`src/rtl/noc_inj_pkg.sv`:
```
// Shared definitions for the NoC packet injector: header field positions, FSM
// encoding and the LFSR feedback mask used when NOC_INJ_LFSR_EN is defined.
package noc_inj_pkg;

  localparam int HDR_CHIPID_LSB = 50;
  localparam int HDR_XPOS_LSB   = 42;
  localparam int HDR_YPOS_LSB   = 34;
  localparam int HDR_FBITS_LSB  = 30;
  localparam int HDR_PLEN_LSB   = 22;
  localparam int HDR_TYPE_LSB   = 14;
  localparam int HDR_TAG_LSB    = 6;

  localparam logic [63:0] LFSR_MASK = 64'hD800_0000_0000_0000;

  typedef enum logic [1:0] {
    ST_IDLE = 2'd0,
    ST_HDR  = 2'd1,
    ST_PAY  = 2'd2
  } inj_state_e;

  // Header layout matches what the tracing monitor decodes; bits [5:0] stay zero.
  function automatic logic [63:0] build_header(
    input logic [13:0] chipid,
    input logic [7:0]  xpos,
    input logic [7:0]  ypos,
    input logic [3:0]  fbits,
    input logic [7:0]  plen,
    input logic [7:0]  msg_type,
    input logic [7:0]  tag
  );
    logic [63:0] h;
    h = '0;
    h[HDR_CHIPID_LSB +: 14] = chipid;
    h[HDR_XPOS_LSB   +: 8]  = xpos;
    h[HDR_YPOS_LSB   +: 8]  = ypos;
    h[HDR_FBITS_LSB  +: 4]  = fbits;
    h[HDR_PLEN_LSB   +: 8]  = plen;
    h[HDR_TYPE_LSB   +: 8]  = msg_type;
    h[HDR_TAG_LSB    +: 8]  = tag;
    return h;
  endfunction

endpackage

```
`src/rtl/noc_inj_pattern_gen.sv`:
```
// Payload pattern source: incrementing counter by default, 64-bit Galois LFSR
// when NOC_INJ_LFSR_EN is defined. o_word always holds the next flit to send.
module noc_inj_pattern_gen
  import noc_inj_pkg::*;
(
  input  logic        clk,
  input  logic        rst_n,
  input  logic        i_load,
  input  logic [63:0] i_seed,
  input  logic        i_advance,
  output logic [63:0] o_word
);

  logic [63:0] r_word;
  logic [63:0] w_next;
  logic [63:0] w_load_val;

`ifdef NOC_INJ_LFSR_EN
  // A zero state would lock the LFSR, so a zero seed starts from 1 instead.
  assign w_load_val = (i_seed == 64'd0) ? 64'd1 : i_seed;
  assign w_next     = (r_word >> 1) ^ (r_word[0] ? LFSR_MASK : 64'd0);
`else
  assign w_load_val = i_seed;
  assign w_next     = r_word + 64'd1;
`endif

  always_ff @(posedge clk or negedge rst_n) begin
    if (!rst_n) begin
      r_word <= '0;
    end else if (i_load) begin
      r_word <= w_load_val;
    end else if (i_advance) begin
      r_word <= w_next;
    end
  end

  assign o_word = r_word;

endmodule

```
`src/rtl/noc_packet_injector_vr.sv`:
```
// NoC packet injector: serializes one descriptor into a header flit plus plen
// payload flits on a valid/ready link. Payload pattern selected by NOC_INJ_LFSR_EN.
module noc_packet_injector_vr
  import noc_inj_pkg::*;
#(
  parameter int PKT_CNT_W = 32
) (
  input  logic                 clk,
  input  logic                 rst_n,
  input  logic                 cmd_val,
  output logic                 cmd_rdy,
  input  logic [13:0]          cmd_chipid,
  input  logic [7:0]           cmd_xpos,
  input  logic [7:0]           cmd_ypos,
  input  logic [3:0]           cmd_fbits,
  input  logic [7:0]           cmd_plen,
  input  logic [7:0]           cmd_msg_type,
  input  logic [7:0]           cmd_tag,
  input  logic [63:0]          cmd_seed,
  output logic [63:0]          dout_msg,
  output logic                 dout_val,
  input  logic                 dout_rdy,
  output logic                 busy,
  output logic [PKT_CNT_W-1:0] pkt_count
);

  inj_state_e           r_state;
  inj_state_e           w_state_nxt;
  logic [7:0]           r_cnt;
  logic [7:0]           w_cnt_nxt;
  logic [63:0]          r_msg;
  logic [63:0]          w_msg_nxt;
  logic                 r_val;
  logic                 w_val_nxt;
  logic [PKT_CNT_W-1:0] r_pkt_count;

  logic        w_accept;
  logic        w_xfer;
  logic        w_pat_load;
  logic        w_pat_advance;
  logic        w_pkt_done;
  logic [63:0] w_pat_word;
  logic [63:0] w_hdr;

  assign w_accept = cmd_val & cmd_rdy;
  assign w_xfer   = r_val & dout_rdy;
  assign w_hdr    = build_header(cmd_chipid, cmd_xpos, cmd_ypos, cmd_fbits,
                                 cmd_plen, cmd_msg_type, cmd_tag);

  noc_inj_pattern_gen u_pattern (
    .clk       (clk),
    .rst_n     (rst_n),
    .i_load    (w_pat_load),
    .i_seed    (cmd_seed),
    .i_advance (w_pat_advance),
    .o_word    (w_pat_word)
  );

  always_ff @(posedge clk or negedge rst_n) begin
    if (!rst_n) begin
      r_state     <= ST_IDLE;
      r_cnt       <= '0;
      r_msg       <= '0;
      r_val       <= 1'b0;
      r_pkt_count <= '0;
    end else begin
      r_state <= w_state_nxt;
      r_cnt   <= w_cnt_nxt;
      r_msg   <= w_msg_nxt;
      r_val   <= w_val_nxt;
      if (w_pkt_done) begin
        r_pkt_count <= r_pkt_count + PKT_CNT_W'(1);
      end
    end
  end

  // The pattern generator runs one flit ahead, so each accept loads the
  // output register with its current word and steps it to the following one.
  always_comb begin
    w_state_nxt   = r_state;
    w_cnt_nxt     = r_cnt;
    w_msg_nxt     = r_msg;
    w_val_nxt     = r_val;
    w_pat_load    = 1'b0;
    w_pat_advance = 1'b0;
    w_pkt_done    = 1'b0;
    case (r_state)
      ST_IDLE: begin
        if (w_accept) begin
          w_state_nxt = ST_HDR;
          w_cnt_nxt   = cmd_plen;
          w_msg_nxt   = w_hdr;
          w_val_nxt   = 1'b1;
          w_pat_load  = 1'b1;
        end
      end
      ST_HDR: begin
        if (w_xfer) begin
          if (r_cnt == 8'd0) begin
            w_state_nxt = ST_IDLE;
            w_msg_nxt   = '0;
            w_val_nxt   = 1'b0;
            w_pkt_done  = 1'b1;
          end else begin
            w_state_nxt   = ST_PAY;
            w_msg_nxt     = w_pat_word;
            w_pat_advance = 1'b1;
          end
        end
      end
      ST_PAY: begin
        if (w_xfer) begin
          w_cnt_nxt = r_cnt - 8'd1;
          if (r_cnt == 8'd1) begin
            w_state_nxt = ST_IDLE;
            w_msg_nxt   = '0;
            w_val_nxt   = 1'b0;
            w_pkt_done  = 1'b1;
          end else begin
            w_msg_nxt     = w_pat_word;
            w_pat_advance = 1'b1;
          end
        end
      end
      default: begin
        w_state_nxt = ST_IDLE;
        w_val_nxt   = 1'b0;
        w_msg_nxt   = '0;
      end
    endcase
  end

  assign cmd_rdy   = (r_state == ST_IDLE);
  assign busy      = (r_state != ST_IDLE);
  assign dout_msg  = r_msg;
  assign dout_val  = r_val;
  assign pkt_count = r_pkt_count;

endmodule
```
`config.mk`:
```
export PLATFORM = sky130hd
export DESIGN_NAME = noc_packet_injector_vr
export DESIGN_NICKNAME = d
export VERILOG_FILES = /design/src/rtl/noc_inj_pkg.sv /design/src/rtl/noc_inj_pattern_gen.sv /design/src/rtl/noc_packet_injector_vr.sv
export SDC_FILE = /design/constraint.sdc
export NUM_CORES = 1
export LEC_CHECK = 0
export CAP_MARGIN = 5
export CORE_ASPECT_RATIO = 0.8
export CORE_MARGIN = 2
export CORE_UTILIZATION = 45
export DETAILED_ROUTE_END_ITERATION = 10
export GPL_ROUTABILITY_DRIVEN = 0
export PLACE_DENSITY = 0.77
export SLEW_MARGIN = 20
export SYNTH_ARGS = -nofsm -noshare
export SYNTH_HDL_FRONTEND = slang
export SYNTH_HIERARCHICAL = 1
export SYNTH_SLANG_ARGS = --single-unit
```
`constraint.sdc`:
```
create_clock -name clk -period 4.8 [get_ports clk]
set_input_delay 1.2 -clock clk [delete_from_list [all_inputs] [get_ports clk]]
set_output_delay 1.2 -clock clk [all_outputs]
set_load 0.005 [all_outputs]
```
==> results of run 1 <==
## worst min path at each step
stage	start	to	slack [ns]
6_report	pkt_count[31]$_DFFE_PN0P_	pkt_count[31]$_DFFE_PN0P_	0.47
5_1_grt	pkt_count[31]$_DFFE_PN0P_	pkt_count[31]$_DFFE_PN0P_	0.48
4_1_cts	pkt_count[31]$_DFFE_PN0P_	pkt_count[31]$_DFFE_PN0P_	0.48
3_5_place_dp	pkt_count[31]$_DFFE_PN0P_	pkt_count[31]$_DFFE_PN0P_	0.47
3_3_place_gp	pkt_count[31]$_DFFE_PN0P_	pkt_count[31]$_DFFE_PN0P_	0.46
2_1_floorplan	pkt_count[31]$_DFFE_PN0P_	pkt_count[31]$_DFFE_PN0P_	0.47
## cell usage in the layout, fill, tap and decap left out, types with 5 or more instances in the layout
cell type and n:
a21oi_1 8, a31oi_1 31, a32o_1 6, a32oi_1 58
and2_1 7, and3_1 15, and4_1 7, buf_4 10
clkbuf_16 17, clkdlybuf4s50_1 223, dfrtp_1 171, ha_1 9
inv_1 17, mux2_2 5, nand2_1 130, nand3_1 31
nand4_1 33, nor2_1 41, nor3_1 6, nor4_1 6
nor4_2 10, o21ai_0 81, o21ai_1 24, o31ai_1 20
or3_1 9, or4_1 19, xnor2_1 30, xor2_1 33
## power breakdown
part / total (mW) / switching [mW] / internal (mW)
sequential: 2.58 / 0.580 / 2.00
clock: 1.44 / 0.555 / 0.889
combinational: 2.99 / 1.69 / 1.30
## logic make-up after synthesis
group	share of synthesized area (%)
and+or+nand+nor	22.6
AOI/OAI and AO/OA	17.5
DFF	47.2
buffers and inverters	4.50
xor gates and xnor gates	6.08
adders and majority gates	1.38
muxes	0.841
## flip-flops by register name, indices dropped and copies added, names as in the netlist
signal,count
dout_msg,64
dout_val,1
pkt_count,32
r_cnt,8
r_state,2
u_pattern/o_word,64
## through the flow
stage	cells	setup slack [ns]	hold slack (ns)
2_1_floorplan	934	1.81	0.468
3_3_place_gp	1369	0.757	0.461
3_5_place_dp	1369	0.646	0.467
4_1_cts	1398	1.04	0.475
5_1_grt	1398	0.738	0.485
6_report	1399	0.997	0.467
## routing by layer
metal / GRT usage [%] / routed length (microns) / vias up
li1: - / - / 3850
met5: 0 / 0 / -
met4: 7.60 / 668 / 0
met3: 6.72 / 2040 / 40
met1: 34.4 / 11900 / 4023
met2: 38.5 / 11900 / 331
## cell type report
class                   count  area, sq um  area share, %
diodes                      1         2.50         0.0208
clock buffers              21          460           3.82
clock inverters             8          144           1.19
inverters                  18         67.6          0.561
multi-input cells         680         4400           36.6
flip-flops and latches    171         4280           35.5
well taps                 264          330           2.74
repair buffers            236         2360           19.6
==> flow_summary.yaml, run 1 <==
timing:
  finalClockSkew_ns: 0.00979
  setup_viol: 0
  fmax_mhz: 263
  relSlewSlack_pct: 32.8
  slew_viol_final: 0
  worstMarginPinSlew_ns: 1.00
  fin_crit_sh_pct: 79.2
  final.setup.tns_ns: 0
  hold_viol: 0
  rsz0062_at_grt: "false"
  period_minus_slack_ns: 3.80
clock_tree:
  clk_latency_ns: 0.42
  clk_pin_slew_ns: 0.06
  clock_path_buffers: 2
  postCtsSetupBuffers: 0
  numCtsBuffers: 17
  hold_buffers: 0
  h-tree-depth: 4
  cts_root_buffer: "clkbuf_16"
  ctsResizeCount: 0
  clock_sinks: 171
  cts_tree: "done"
drt:
  wirelength_microns: 26500
  via_per_inst: 5.89
  drc: 0
  num_vias: 8244
  dr.pass1.iters: 5
  ant_nets: 0
  wl_per_cell_microns: 19.0
  drt_iter0_markers: 674
floorplan:
  fp.dieH_microns: 131
  core_area_sq_um: 19800
  io_pins: 225
  rows: 46
  start_util_pct: 45.8
  dieArea_sq_um: 21300
  die_w_microns: 163
yosys:
  synth_seq_area_share_pct: 47.2
  synthFlopType: "dfrtp_1"
  yosys.area.top_type: "dfrtp_1"
  syn_area_per_cell_sq_um: 9.71
  synth_cells: 934
  yosysMostFrequentCell: "dfrtp_1"
  synth_top_area_share_pct: 47.2
  async_reset_ff_share_pct: 100
  synth.ff_latch_count: 171
  ys_top_cells_by_count: "dfrtp_1 (171), nand2_1 (130), o21ai_0 (81)"
  synth_edf_count: 0
  syn_nets: 1070
  ys_types: 66
  netlist_top_cells_area: "dfrtp_1 (47%), a32oi_1 (5.6%), nand2_1 (5.4%)"
  yosysWarnings: 6
  netlist_area_sq_um: 9070
setup_path:
  crit_start: "dout_rdy"
  arrival_ns: 4.15
  rrSetupSlack_ns: 1.02
  crit_chain: "clkdlybuf4s50_1, nand3_1, nor2_1, and4_1, and3_1, nand4_1, or4_2, a31oi_1"
  rr_endpoint: "u_pattern/o_word[51]$_DFFE_PN0P_"
  start_kind: "input pin"
  path_class: "in -> reg"
  cpLargestDelayFamily: "simple AND/OR/NAND/NOR gates"
  max_stage_delay_ns: 0.70
  end_kind: "register"
  r2r-start: "r_state[0]$_DFFE_PN0P_"
  reg2reg_depth: 10
  endpoint: "u_pattern/o_word[51]$_DFFE_PN0P_"
  cp_max_fo: 14
  crit_cells: 8
  cp_data_required_time_ns: 5.14
  crit_buf_inv: 1
  critPathSlowestCell: "or4_2"
layout:
  layout-drive-gt1-share_pct: 7.76
  nets: 1260
  fin_area_sq_um: 12000
  fillers: 1672
  final_util_pct: 60.8
  syn2layout_area_growth_pct: 32.8
power:
  vdd_ir_drop_max_mv: 0.520
  powerDensity_nw_per_um2: 582
  p_leak_nw: 4.68
  finalPower_mw: 7.01
grt:
  grt_use_total_pct: 24.9
  grt_pass1_wl_microns: 41800
  grt_pass1_vias: 7964
  grt-ovfl-total: 0
  grt_max_degree: 123
  antenna_found_initial: 0
hold_path:
  hold_class: "reg -> reg"
  whs_path_depth: 1
placement:
  place_area_sq_um: 11400
  port_buffers: 224
  hpwlAfterDp_microns: 18600
job:
  drv_cap: 0
status:
  outcome: "complete, no violations"
Power figures use the tool's default switching activity.
==> inputs of run 2 (changes only) <==
==> constraint.sdc (replaced) <==
create_clock -name clk -period 3.9 [get_ports clk]
set_input_delay 0.975 -clock clk [delete_from_list [all_inputs] [get_ports clk]]
set_output_delay 0.975 -clock clk [all_outputs]
set_load 0.005 [all_outputs]
==> run 2 against run 1 <==
Net effect: register-to-register slack got worse by 0.57 ns; clock power increased by 24%; final area increased by 1.2%.
==> flow_summary.yaml, run 2 (same netlist as run 1, synthesis figures left out) <==
clock_tree:
  postCtsSetupBuffers: 0
  cts_tree: "done"
  h-tree-depth: 4
  clock_path_buffers: 2
  hold_buffers: 0
  clk_latency_ns: 0.43
  clk_pin_slew_ns: 0.06
  ctsResizeCount: 0
  numCtsBuffers: 17
  clock_sinks: 171
  cts_root_buffer: "clkbuf_16"
floorplan:
  fp.dieH_microns: 131
  io_pins: 225
  start_util_pct: 45.8
  rows: 46
  core_area_sq_um: 19800
  dieArea_sq_um: 21300
  die_w_microns: 163
setup_path:
  arrival_ns: 3.78
  end_kind: "register"
  cpLargestDelayFamily: "simple AND/OR/NAND/NOR gates"
  crit_buf_inv: 2
  max_stage_delay_ns: 0.52
  path_class: "reg -> reg"
  start_kind: "register"
  cp_max_fo: 16
  cp_data_required_time_ns: 4.24
  crit_chain: "inv_1, ha_1, mux2i_1, nor2_1, nor2_1, and4_1, and3_1, nand4_1, buf_4, or3_1, a31oi_1"
  critPathSlowestCell: "ha_1"
  worst_path_most_repeated_cell: "nor2_1"
timing:
  setup_viol: 0
  hold_viol: 0
  slew_viol_final: 0
  fin_crit_sh_pct: 88.4
  final.setup.tns_ns: 0
  rsz0062_at_grt: "false"
  worstMarginPinSlew_ns: 0.851
  period_minus_slack_ns: 3.45
  fmax_mhz: 290
  fin_ws_ns: 0.453
  relSlewSlack_pct: 43.1
  finalClockSkew_ns: 0.0114
placement:
  port_buffers: 224
  place_inst: 1379
  hpwlAfterDp_microns: 19300
  place_area_sq_um: 11600
  pre_cts_slack_ns: 0.230
drt:
  ant_nets: 0
  drc: 0
  via_per_inst: 5.97
  num_vias: 8417
  wirelength_microns: 27200
  wl_per_cell_microns: 19.3
  dr.pass1.iters: 5
  drt_iter0_markers: 859
grt:
  grt_max_degree: 87
  grt_use_total_pct: 25.5
  grt-ovfl-total: 0
  grt_pass1_wl_microns: 42500
  grt_pass1_vias: 7968
  antenna_found_initial: 0
hold_path:
  hold_class: "reg -> reg"
layout:
  layout-drive-gt1-share_pct: 8.81
  nets: 1270
  diodes: 0
  final_common_cell: "clkdlybuf4s50_1"
  finalNonFillerCells: 1410
  fin_area_sq_um: 12200
  final_cell_mix: "clkdlybuf4s50_1 (223), dfrtp_1 (171), nand2_1 (130)"
  syn2layout_area_growth_pct: 34.3
power:
  vdd_ir_drop_max_mv: 0.393
  finalPower_mw: 8.89
  p_leak_nw: 4.73
  powerDensity_nw_per_um2: 729
job:
  drv_cap: 0
status:
  outcome: "complete, no violations"
-- run 2: cell types whose count changed in the layout (fill, tap and decap cells not counted), sizes merged --
cell      change
bufinv        -1
diode         -1
clkbuf        +1
inv           +2
clkinvlp      +4
clkinv        -4
buf          +10
-- run 2: routing by layer --
metal | part of all wire, % | global-route usage, % | vias to the layer above
li1 | - | - | 3877
met1 | 45 | 36.2 | 4162
met2 | 46 | 39.8 | 350
met3 | 7.5 | 5.81 | 28
met4 | 1.3 | 6.19 | 0
met5 | 0 | 0 | -
-- run 2: cell type report --
| class | instances | area (sq um) |
|---|---|---|
| Timing Repair Buffer | 246 | 2500 |
| Tap cell | 264 | 330 |
| Clock inverter | 9 | 138 |
| Clock buffer | 22 | 474 |
| Multi-Input combinational cell | 680 | 4400 |
| Inverter | 18 | 67.6 |
| Fill cell | 1663 | 7610 |
| Sequential cell | 171 | 4280 |
-- run 2: per-stage QoR --
| stage | hold slack [ns] | utilization [%] |
|---|---|---|
| finish | 0.470 | 61.6 |
| global route | 0.510 | 61.6 |
| CTS | 0.477 | 61.6 |
| detailed placement | 0.464 | 58.5 |
| global placement | 0.461 | 58.5 |
| floorplan | 0.468 | - |
-- run 2: path summary, 6_finish.rpt --
path | start | endpoint | slack (ns) | depth (start not counted)
worst max register to register | r_state[0]$_DFFE_PN0P_ | u_pattern/o_word[47]$_DFFE_PN0P_ | 0.45 | 11
worst min register to register | pkt_count[31]$_DFFE_PN0P_ | pkt_count[31]$_DFFE_PN0P_ | 0.47 | 1
max in group asynchronous | rst_n | u_pattern/o_word[52]$_DFFE_PN0P_ | 2.52 | 2
min in group asynchronous | rst_n | r_cnt[2]$_DFFE_PN0P_ | 0.63 | 1
worst min-delay path | pkt_count[31]$_DFFE_PN0P_ | pkt_count[31]$_DFFE_PN0P_ | 0.47 | 1
worst max-delay path | r_state[0]$_DFFE_PN0P_ | u_pattern/o_word[47]$_DFFE_PN0P_ | 0.45 | 11
-- run 2: power by group --
| group | switching (mW) | internal (mW) |
|---|---|---|
| Combinational | 2.13 | 1.77 |
| Sequential | 0.741 | 2.46 |
| Clock | 0.718 | 1.06 |
| Total | 3.59 | 5.29 |
-- run 2: worst register-to-register path, stage by stage, from the launching register on --
cell and delay (ns):
dfrtp_1 0.41, inv_1 0.13, ha_1 0.52, mux2i_1 0.34, nor2_1 0.08, nor2_1 0.23, and4_1 0.33, and3_1 0.21
nand4_1 0.28, buf_4 0.28, or3_1 0.34, a31oi_1 0.22
==> inputs of run 3 (changes only) <==
--- a/config.mk
+++ b/config.mk
@@ -11,7 +11,7 @@
 export CORE_UTILIZATION = 45
 export DETAILED_ROUTE_END_ITERATION = 10
 export GPL_ROUTABILITY_DRIVEN = 0
-export PLACE_DENSITY = 0.77
+export PLACE_DENSITY_LB_ADDON = 0.25
 export SLEW_MARGIN = 20
 export SYNTH_ARGS = -nofsm -noshare
 export SYNTH_HDL_FRONTEND = slang
==> run 3 against run 2 <==
Net effect: routed wire length shrank 0.27%; clock power grew 8%; sequential power is essentially flat; setup slack lost 0.077 ns; utilization shrank 0.33 points; combinational power shrank 5.4%; via count shrank 2.6%; fmax shrank 2.2%; clock skew grew 0.0019 ns; non-clock buffer count shrank 7; critical endpoint is now u_pattern/o_word[45]$_DFFE_PN0P_.
==> flow_summary.yaml, run 3 (same netlist as run 1, synthesis figures left out) <==
clock_tree:
  cts_tree: "done"
  postCtsSetupBuffers: 0
  clk_latency_ns: 0.43
  clock_sinks: 171
  h-tree-depth: 4
  ctsResizeCount: 0
  clk_pin_slew_ns: 0.07
  hold_buffers: 0
  cts_root_buffer: "clkbuf_16"
  numCtsBuffers: 17
  clock_path_buffers: 2
drt:
  num_vias: 8202
  drt_iter0_markers: 686
  wirelength_microns: 27100
  via_per_inst: 5.84
  ant_nets: 0
  dr.pass1.iters: 6
  wl_per_cell_microns: 19.3
  drc: 0
power:
  p_sw_mw: 3.61
  p_int_mw: 5.22
  clock_power_share_pct: 21.8
  p_seq_share_pct: 36.2
  powerDensity_nw_per_um2: 728
  switching_share_pct: 40.9
  p_comb_share_pct: 42.0
  vdd_ir_drop_max_mv: 0.598
  p_leak_nw: 4.70
setup_path:
  end_kind: "register"
  rr_endpoint: "u_pattern/o_word[45]$_DFFE_PN0P_"
  start_kind: "register"
  cp_max_fo: 16
  reg2reg_depth: 11
  path_class: "reg -> reg"
  r2r-start: "r_state[0]$_DFFE_PN0P_"
  rrSetupSlack_ns: 0.38
  cp_data_required_time_ns: 4.25
  arrival_ns: 3.88
timing:
  relSlewSlack_pct: 49.5
  setup_viol: 0
  slew_viol_final: 0
  worstMarginPinSlew_ns: 0.758
  hold_viol: 0
  final.setup.tns_ns: 0
  rsz0062_at_grt: "false"
  fin_crit_sh_pct: 90.4
  period_minus_slack_ns: 3.52
  fmax_mhz: 284
  finalClockSkew_ns: 0.0133
placement:
  port_buffers: 224
  hpwlAfterDp_microns: 18700
grt:
  grt-ovfl-total: 0
  grt_max_degree: 123
  grt_pass1_vias: 7816
  grt_pass1_wl_microns: 42600
  grt_use_total_pct: 25.5
  antenna_found_initial: 0
layout:
  diodes: 0
  final_cell_mix: "clkdlybuf4s50_1 (223), dfrtp_1 (171), nand2_1 (130)"
  final_util_pct: 61.2
  nets: 1263
  fillers: 1693
  multi_input_area_sq_um: 4400
  final_common_cell: "clkdlybuf4s50_1"
  seqCellArea_sq_um: 4280
  layout-drive-gt1-share_pct: 8.42
  syn2layout_area_growth_pct: 33.6
status:
  outcome: "complete, no violations"
floorplan:
  die_w_microns: 163
  start_util_pct: 45.8
  core_area_sq_um: 19800
  io_pins: 225
  rows: 46
  dieArea_sq_um: 21300
  fp.dieH_microns: 131
hold_path:
  hold_class: "in -> async"
job:
  drv_cap: 0
==> run 3: changes by cell type in the layout (fill, tap and decap cells not counted) <==
cell        change
buf_12          -5
buf_4           -2
bufinv_16       +2
inv_6           +1
clkbuf_1        -2
clkbuf_8        -3
inv_8           +2
inv_2           -1
clkinvlp_4      +1
clkinv_1        +1
==> run 3: cell type report <==
| cell class | instances | area share [%] |
|---|---|---|
| sequential | 171 | 35.3 |
| tap | 264 | 2.72 |
| timing repair buffer | 239 | 19.6 |
| multi-input combinational | 680 | 36.3 |
| inverter | 18 | 0.557 |
| clock inverter | 15 | 1.95 |
| clock buffer | 17 | 3.51 |
==> run 3: per-layer routing <==
layer	track usage, %	vias to the layer above	routed length [microns]
li1	-	3856	-
met1	37.2	4048	12900
met2	39.6	278	12500
met3	4.86	20	1440
met4	6.04	0	310
met5	0	-	0
==> run 3: power groups by stage <==
stage	logic, mW	registers [mW]	clock network [mW]
2_1_floorplan	2.29	3.01	0
3_3_place_gp	3.61	3.18	0
3_5_place_dp	3.69	3.19	0
4_1_cts	3.71	3.18	1.95
5_1_grt	4.08	3.29	2.02
6_report	3.70	3.20	1.92
==> run 3: through the flow <==
step / cell area, sq um / total power [mW] / hold slack [ns] / setup slack, ns / cells
final: 12100 / 8.82 / 0.433 / 0.376 / 1404
after global routing: 12100 / 9.39 / 0.436 / 0.142 / 1404
after CTS: 12100 / 8.83 / 0.428 / 0.451 / 1404
after detailed placement: 11500 / 6.88 / 0.467 / 0.268 / 1372
after global placement: 11500 / 6.79 / 0.468 / 0.345 / 1372
after floorplan: 9070 / 5.31 / 0.468 / 1.14 / 934
==> run 3: how the worst max path moves through the flow <==
stage	from	endpoint	slack, ns
floorplan	dout_rdy	u_pattern/o_word[51]$_DFFE_PN0P_	1.14
global placement	dout_rdy	u_pattern/o_word[45]$_DFFE_PN0P_	0.35
detailed placement	dout_rdy	u_pattern/o_word[45]$_DFFE_PN0P_	0.27
CTS	r_state[0]$_DFFE_PN0P_	u_pattern/o_word[45]$_DFFE_PN0P_	0.45
global route	r_state[0]$_DFFE_PN0P_	u_pattern/o_word[45]$_DFFE_PN0P_	0.14
finish	r_state[0]$_DFFE_PN0P_	u_pattern/o_word[45]$_DFFE_PN0P_	0.38
==> run 3: worst max-delay path: stages (launching register included) <==
cell	delay (ns)
dfrtp_1	0.41
inv_1	0.12
ha_1	0.52
mux2i_1	0.36
nor2_1	0.09
nor2_1	0.27
and4_1	0.36
and3_1	0.24
buf_4	0.17
nand4_1	0.20
or4_1	0.53
a31oi_1	0.17
